**src/rtl/requant_pkg.sv**
```systemverilog
// Shared requantization definitions: default widths, int8 activation limits
// and a reference RoundingDivideByPOT used by the SRDHM wrapper tests.
package requant_pkg;

  localparam int DEF_IN_W    = 32;
  localparam int DEF_OUT_W   = 8;
  localparam int DEF_SHIFT_W = 5;
  localparam int DEF_CNT_W   = 16;

  localparam logic signed [DEF_OUT_W-1:0] ACT_MIN = 8'sh80;
  localparam logic signed [DEF_OUT_W-1:0] ACT_MAX = 8'sh7f;

  // Arithmetic shift right by sh, rounding ties away from zero.
  function automatic logic signed [DEF_IN_W-1:0] rdbpot(
    input logic signed [DEF_IN_W-1:0]    x,
    input logic        [DEF_SHIFT_W-1:0] sh
  );
    logic [DEF_IN_W-1:0] mask;
    logic [DEF_IN_W-1:0] rem;
    logic [DEF_IN_W-1:0] thr;
    mask = ({{(DEF_IN_W-1){1'b0}}, 1'b1} << sh) - {{(DEF_IN_W-1){1'b0}}, 1'b1};
    rem  = x & mask;
    thr  = (mask >> 1) + {{(DEF_IN_W-1){1'b0}}, x[DEF_IN_W-1]};
    return (x >>> sh) + $signed({{(DEF_IN_W-1){1'b0}}, (rem > thr)});
  endfunction

endpackage

```
**src/rtl/rdbpot_round.sv**
```systemverilog
// Combinational RoundingDivideByPOT: x / 2^sh with ties rounded away from zero.
// A shift of zero passes x through unchanged.
module rdbpot_round #(
  parameter int IN_W    = 32,
  parameter int SHIFT_W = 5
) (
  input  logic [IN_W-1:0]    x,
  input  logic [SHIFT_W-1:0] sh,
  output logic [IN_W-1:0]    r
);

  logic [IN_W-1:0] mask;
  logic [IN_W-1:0] rem;
  logic [IN_W-1:0] thr;
  logic            round_up;

  // Negative values need a strictly larger remainder to round up, which turns
  // the floor of the arithmetic shift into round-half-away-from-zero.
  always_comb begin
    mask     = ({{(IN_W-1){1'b0}}, 1'b1} << sh) - {{(IN_W-1){1'b0}}, 1'b1};
    rem      = x & mask;
    thr      = (mask >> 1) + {{(IN_W-1){1'b0}}, x[IN_W-1]};
    round_up = (rem > thr);
    r        = $unsigned($signed(x) >>> sh) + {{(IN_W-1){1'b0}}, round_up};
  end

endmodule

```
**src/rtl/rdbpot_requant_pipe.sv**
```systemverilog
// Requantization back end: rounding divide, output offset, clamp to the
// activation range, int8 out. Two-stage valid/ready pipeline plus a
// saturating count of clamped beats.
module rdbpot_requant_pipe
  import requant_pkg::*;
#(
  parameter int IN_W    = DEF_IN_W,
  parameter int OUT_W   = DEF_OUT_W,
  parameter int SHIFT_W = DEF_SHIFT_W,
  parameter int CNT_W   = DEF_CNT_W
) (
  input  logic               clk,
  input  logic               rst_n,
  input  logic               in_valid,
  output logic               in_ready,
  input  logic [IN_W-1:0]    in_x,
  input  logic [SHIFT_W-1:0] in_shift,
  input  logic [IN_W-1:0]    in_offset,
  input  logic [OUT_W-1:0]   in_act_min,
  input  logic [OUT_W-1:0]   in_act_max,
  output logic               out_valid,
  input  logic               out_ready,
  output logic [OUT_W-1:0]   out_data,
  input  logic               sat_clr,
  output logic [CNT_W-1:0]   sat_count
);

  logic                    s1_valid;
  logic                    s2_valid;
  logic                    s1_adv;
  logic                    s2_adv;
  logic [IN_W-1:0]         rnd_r;
  logic [IN_W-1:0]         s1_r;
  logic [IN_W-1:0]         s1_off;
  logic [OUT_W-1:0]        s1_min;
  logic [OUT_W-1:0]        s1_max;
  logic signed [IN_W:0]    sum;
  logic signed [IN_W:0]    min_ext;
  logic signed [IN_W:0]    max_ext;
  logic [OUT_W-1:0]        clamp_val;
  logic                    clamp_hit;

  // Output register drains on ready; stage 1 may refill whenever stage 2 moves.
  assign s2_adv    = !s2_valid || out_ready;
  assign s1_adv    = !s1_valid || s2_adv;
  assign in_ready  = s1_adv;
  assign out_valid = s2_valid;

  rdbpot_round #(
    .IN_W    (IN_W),
    .SHIFT_W (SHIFT_W)
  ) u_round (
    .x  (in_x),
    .sh (in_shift),
    .r  (rnd_r)
  );

  // Add offset one bit wider so it cannot wrap, then clamp against the beat's range.
  always_comb begin
    sum       = $signed({s1_r[IN_W-1], s1_r}) + $signed({s1_off[IN_W-1], s1_off});
    min_ext   = $signed({{(IN_W+1-OUT_W){s1_min[OUT_W-1]}}, s1_min});
    max_ext   = $signed({{(IN_W+1-OUT_W){s1_max[OUT_W-1]}}, s1_max});
    clamp_val = sum[OUT_W-1:0];
    clamp_hit = 1'b0;
    if (sum < min_ext) begin
      clamp_val = s1_min;
      clamp_hit = 1'b1;
    end else if (sum > max_ext) begin
      clamp_val = s1_max;
      clamp_hit = 1'b1;
    end
  end

  // Stage 1 captures the rounded value together with that beat's offset and range.
  always_ff @(posedge clk or negedge rst_n) begin
    if (!rst_n) begin
      s1_valid <= 1'b0;
      s1_r     <= '0;
      s1_off   <= '0;
      s1_min   <= '0;
      s1_max   <= '0;
    end else if (s1_adv) begin
      s1_valid <= in_valid;
      if (in_valid) begin
        s1_r   <= rnd_r;
        s1_off <= in_offset;
        s1_min <= in_act_min;
        s1_max <= in_act_max;
      end
    end
  end

  // Stage 2 is the output register; it holds steady while stalled.
  always_ff @(posedge clk or negedge rst_n) begin
    if (!rst_n) begin
      s2_valid <= 1'b0;
      out_data <= '0;
    end else if (s2_adv) begin
      s2_valid <= s1_valid;
      if (s1_valid) begin
        out_data <= clamp_val;
      end
    end
  end

  // Count clamped beats as they enter stage 2; clear wins and the count sticks at all-ones.
  always_ff @(posedge clk or negedge rst_n) begin
    if (!rst_n) begin
      sat_count <= '0;
    end else if (sat_clr) begin
      sat_count <= '0;
    end else if (s2_adv && s1_valid && clamp_hit && (sat_count != {CNT_W{1'b1}})) begin
      sat_count <= sat_count + {{(CNT_W-1){1'b0}}, 1'b1};
    end
  end

endmodule

```
**config.mk**
```make
export PLATFORM = sky130hd
export DESIGN_NAME = rdbpot_requant_pipe
export DESIGN_NICKNAME = d
export VERILOG_FILES = /design/src/rtl/requant_pkg.sv /design/src/rtl/rdbpot_round.sv /design/src/rtl/rdbpot_requant_pipe.sv
export SDC_FILE = /design/constraint.sdc
export NUM_CORES = 1
export LEC_CHECK = 0
export CORE_ASPECT_RATIO = 2
export CORE_UTILIZATION = 25
export CTS_CLUSTER_DIAMETER = 150
export DETAILED_ROUTE_END_ITERATION = 8
export DONT_BUFFER_PORTS = 1
export SLEW_MARGIN = 20
export SYNTH_ARGS = -nofsm -noshare
export SYNTH_HDL_FRONTEND = slang
export SYNTH_HIERARCHICAL = 1
export SYNTH_SLANG_ARGS = --single-unit
```
**constraint.sdc**
```tcl
create_clock -name clk -period 5.4 [get_ports clk]
set_input_delay 1.08 -clock clk [delete_from_list [all_inputs] [get_ports clk]]
set_output_delay 1.08 -clock clk [all_outputs]
set_load 0.005 [all_outputs]
```
==> After elaboration in Yosys (flattened, before gate mapping) <==
Cells that the tools add are included.
{ "totals": {"ff_bits": 106, "inputBits": 90, "out_inout_bits": 26, "wordCells": 36} }
{ "op_classes": {"add_sub_neg": 5, "magnitude_cmp": 3, "eq_ne": 1, "shift": 2, "muxes": 6, "bitwise_logic": 1, "reduce_logical": 10} }
{ "ops": {"columns": ["operator", "n"], "rows": [
  ["adder 32 x 32 -> 33 bit", 1],
  ["> comparator 33 x 8 -> 1 bit", 1],
  ["less-than comparator 33 x 8 -> 1 bit", 1],
  ["adder 31 x 1 -> 32 bit", 1],
  ["adder 32 x 1 -> 32 bit", 1],
  ["AND 32 bit", 1],
  ["> comparator 32 bit", 1],
  ["two-way mux 16 bit", 2],
  ["<< shifter 1 x 5 -> 32 bit (first input constant)", 1],
  [">>> shifter 32 x 5 -> 32 bit", 1],
  ["subtractor 32 x 1 -> 32 bit (second input constant)", 1],
  ["adder 16 x 1 -> 16 bit (second input constant)", 1],
  ["two-way mux 8 bit", 2],
  ["inequality test 16 bit (second input constant)", 1],
  ["AND reduction 2 bit", 2],
  ["logical AND 1 bit", 3],
  ["zero test 1 bit", 2],
  ["logical OR 1 bit", 2],
  ["two-way mux 1 bit", 2],
  ["nonzero test 2 bit", 1]
]} }

==> Longest topological paths before layout <==
{ "logic_depth": {"depth_word": 8, "mapped_depth": 36, "depth_no_buf": 29} }

==> By module <==
The synthesis kept the hierarchy.
{ "modules_own_cells": {"columns": ["module", "n_inst", "cells_each", "area_each_um2", "seq_area_each_um2"], "rows": [
  ["rdbpot_requant_pipe", 1, 726, 7494.7, 2652.5],
  ["rdbpot_round", 1, 683, 5059.9, 0.0]
]} }

==> Worst setup path after synthesis <==
No wires, ideal clock.
{ "synth_timing": {"kind": "input to register", "startpoint": "in in_shift[0]", "endpoint": "reg s1_r[28]", "setup_ns": 0.125, "t_arrival_ns": 7.854, "required_ns": 5.275, "path_slack_ns": -2.579, "path_stages": 36, "n_path_buf": 9, "cell_sequence": "buf_2 buf_2 buf_2 buf_2 buf_1 clkbuf_1 nand3_1 ha_1 clkbuf_1 buf_1 xnor2_1 ha_1 nand2_1 a21oi_1 nand2_1 nor3b_1 nor2_1 o21ai_0 ha_1 a21o_1 a21o_1 a21o_1 a21o_1 a21oi_1 o21ai_0 o21ai_0 a31oi_1 ha_1 ha_1 and4_1 nand4b_1 or4b_4 buf_6 nor4_1 o31ai_1 mux2_2"} }
{ "synth_via": {"elab_chain_len": 5, "word_cells_on_any_way": 7, "cone_classes": "add/sub: 3; order compare: 1; shift: 2; bitwise: 1"} }
{ "synth_rtl": {"columns": ["item", "line_no", "rtl"], "rows": [
  ["start: declaration", "rdbpot_requant_pipe.sv:17", "input logic [SHIFT_W-1:0] in_shift,"],
  ["<< shifter 1 x 5 -> 32 bit", "rdbpot_round.sv:20", "mask = ({{(IN_W-1){1'b0}}, 1'b1} << sh) - {{(IN_W-1){1'b0}}, 1'b1};"],
  ["subtractor 32 x 1 -> 32 bit", "rdbpot_round.sv:20", null],
  ["adder 31 x 1 -> 32 bit / AND 32 bit (equally long branches)", "rdbpot_round.sv:22, rdbpot_round.sv:21", null],
  ["> comparator 32 bit", "rdbpot_round.sv:23", "round_up = (rem > thr);"],
  ["adder 32 x 1 -> 32 bit (*)", "rdbpot_round.sv:24", "r = $unsigned($signed(x) >>> sh) + {{(IN_W-1){1'b0}}, round_up};"],
  ["via rnd_r[28]", "rdbpot_requant_pipe.sv:32", "logic [IN_W-1:0] rnd_r;"],
  ["end signal: assignment", "rdbpot_requant_pipe.sv:85", "s1_r <= rnd_r;"],
  ["end: declaration", "rdbpot_requant_pipe.sv:33", "logic [IN_W-1:0] s1_r;"]
]} }
The timed path passes the listed nets; every way through them passes the cells marked *.
A chain may end at the register's enable or synchronous reset.

==> Final worst setup path <==
{ "layout_timing": {"startpoint": "in in_shift[4]", "endpoint": "reg s1_r[20]"} }
The elaborated chain is that of the path after synthesis.

==> key figures <==
Global routing
  • Grt ovf: 0
  • Initial antenna violation count: 10
  • Pin count of the biggest net entering global routing: 107
  • Gr usage total: 0.177
  • Vias in the first global route: around 12000
  • First-pass GRT wire length: 68900 um

Pwr
  • Leak: 0.00628 uW
  • Worst VDD drop: 0.000183 V
  • Power Density: 321 mW/mm^2

Die
  • Initial Util: 0.254
  • Die area: 0.0512 mm^2
  • Number of I/O pins: roughly 120
  • Core footprint: 0.0494 mm^2
  • Die W: 160 um
  • Rows: 115
  • Die H: 319 um

STA
  • RSZ-0062 raised after global routing: yes
  • Fin crit share: 1.08
  • Worst Tran Pin Value: approximately 950 ps
  • Fmax: 171 MHz
  • Hold_ws: roughly 410 ps
  • Slew margin rel.: 0.364
  • Total Negative Setup Slacks: -4160 ps
  • Final setup fails: 17
  • Setup Skew: between 5 and 6 ps
  • Worst setup margin: -454 ps
  • Tmin final: roughly 5900 ps
  • Final Hold Fails: 0
  • Slew Viols, Final: 0

Setup path
  • Worst path top cell family by delay: simple AND/OR/NAND/NOR gates
  • CP Launch Point: in_shift[4]
  • Slowest-stage cell, CP: or4b_4
  • WP data required: 5710 ps
  • Critical path endpoint category: register
  • Reg-to-reg slack, setup: 290 ps
  • Worst Path Buf+Inv: 2
  • Kind of critical path: in -> reg
  • Startpoint Class: input port
  • Worst path max stage delay: 630 ps
  • Critical-path cell list: nor3_4 > nand2_2 > ha_4 > or2_2 > buf_4 > nor2_1 > a21oi_1 > o21ai_0 > buf_4 > xnor2_1 > ha_1 > nand4_1 > nor4_2 > o21ai_0 > a31oi_2 > ha_2 > ha_4 > and4_4 > nand4b_1 > or4b_4 > or4b_1 > nand3_1 > mux2_4
  • Crit Reg-Reg Startpoint: s1_r[0]$_DFFE_PN0P_
  • Crit path DAT: 6160 ps
  • Worst Path Max Fanout: between 50 and 60

Clocking
  • Clock-pin slew on the worst setup and hold paths: 70 ps
  • Worst-Skew Late Latency: 370 ps
  • CTS Buf Count: 9
  • CTS tree: built
  • H-tree depth: 3
  • Clock sink total: 106
  • Clk root buf: clkbuf_16
  • CTS max path bufs: 2

Cells and area
  • Fin nets: approximately 1700
  • P&R area growth vs syn: 16.0%
  • Final core utilization: 0.295
  • Non-Filler Instances: between 2000 and 2500
  • Layout cell share with drive strength beyond 1: 0.220

Drt
  • DRC viols: 0
  • DR pass1 iterations: 7
  • Total wire length: roughly 46000 um
  • DR vias: 11600
  • Post-route ant nets: 0
  • Vias/cell: 5.50
  • Avg WL per Cell: 21.9 um
  • Iter 0 DRT Violations: 760

Outcome
  • Failing checks: negative setup slack
  • Status: finished, violations left

Yosys
  • Ys async rst share: 1.00
  • Synth Flop Type: dfrtp_1
  • Synth Net Count: 1635
  • Largest cells by area after synthesis: dfrtp_1, ha_1, mux2_2, a21oi_1, nand2_1
  • Most frequent cell after synthesis: ha_1
  • Most frequent cells after synthesis: ha_1, nand2_1, dfrtp_1, mux2_2, nor2_1
  • Syn avg cell area: 8.91 um^2
  • Cell count after synthesis: 1409
  • Sequential fraction of the synthesis area: 0.211
  • Number of synthesized flops with an enable pin: 0
  • Synth cell types: between 100 and 150
  • Synth top area share: 0.211
  • Syn. warnings: 6
  • Synth Register Bits: 106
  • Area leader, netlist: dfrtp_1
  • Synthesized area: 0.0126 mm^2

Job
  • Max-cap viol count: 0

Place
  • DP HPWL: 36600 um
  • PortBufs: 0
  • Final GP Congestion: between 1 and 1.5
  • Cell Count Post-Placement: 2081

Worst hold path
  • Hold Crit Class: in -> async
-- final timing paths --
kind,depth (start not counted),endpoint
max in group asynchronous,0,s1_r[9]$_DFFE_PN0P_
min,0,sat_count[14]$_DFFE_PN0P_
max,23,s1_r[20]$_DFFE_PN0P_
max reg2reg,19,sat_count[13]$_DFFE_PN0P_
min reg2reg,1,s1_r[28]$_DFFE_PN0P_
min in group clk,1,s1_r[28]$_DFFE_PN0P_
-- through the flow --
step | setup slack, ps | cell area (um^2) | total power (uW)
3_3_place_gp | -895 | 13900 | 3720
6_report | -454 | 14600 | 4680
4_1_cts | -431 | 14400 | 4650
3_5_place_dp | -1020 | 13900 | 3810
2_1_floorplan | -1170 | 12800 | 3140
5_1_grt | -680 | 14600 | 5050
-- cells in the final DEF (no fill, tap or decap), types with 20 or more instances in the layout --
cell	instances
a21oi_1	84
nand3_1	42
xor2_1	23
buf_4	107
inv_1	40
nor2_1	89
nand2_1	108
nand4_1	30
dfrtp_1	106
mux2_2	92
and2_1	24
ha_1	129
mux2i_1	32
a21o_1	42
and3_1	23
xnor2_1	34
nor3_1	20
o21ai_0	59
nor2b_1	26
-- area by class of cell --
cell class,count,area [um^2]
clock buffers,11,243
diodes,3,7.51
flip-flops and latches,106,2650
well taps,643,805
fillers,5149,34800
inverters,43,164
repair buffers,111,848
clock inverters,5,125
multi-input cells,1189,9720
-- power breakdown --
part	switching, uW	leakage, uW	internal [uW]
sequential	123	0.00128	938
clock	295	0.000180	512
combinational	1550	0.00482	1260
-- sequential cells by signal, indices dropped and copies added (netlist names) --
name,count
s1_off,32
out_valid,1
s1_valid,1
s1_r,32
s1_max,8
out_data,8
s1_min,8
sat_count,16
-- routing by layer --
metal | global-route usage | wire length [um]
met4 | 0.121 | 3230
met2 | 0.354 | 25400
met5 | 0 | 23
met3 | 0.0295 | 2200
met1 | 0.156 | 15300
-- cells by family after synthesis --
| family | after synthesis | share of synthesized area |
|---|---|---|
| simple gates | 464 | 0.194 |
| mux | 168 | 0.182 |
| compound gates | 360 | 0.193 |
| other cells | 2 | 0.000598 |
| xor+xnor | 59 | 0.0412 |
| flops | 106 | 0.211 |
| fa+ha+maj | 136 | 0.136 |
| buf+inv | 114 | 0.0424 |
-- worst reg2reg max path, stage by stage, from the launching register on --
cell and delay, ps:
dfrtp_1 430, ha_1 250, fa_1 420, a21o_1 190
a211oi_1 310, o21ai_1 180, nand3_1 170, nand2_1 110
a21oi_2 250, o21ai_0 170, xnor2_1 180, ha_1 310
and3_1 210, nand3_2 150, nor3_4 280, o311ai_1 160
and3_4 220, o22a_4 290, nor4_2 350, mux2_2 370
-- repair_timing --
action | 4_1_cts | 5_1_grt
pin swaps | 18 | 17
setup endpoints to repair | 28 | 52
buffers inserted | 7 | 6
hold buffers | 0 | 0
resized for setup | 18 | 30
(Power assumes the default switching activity.)
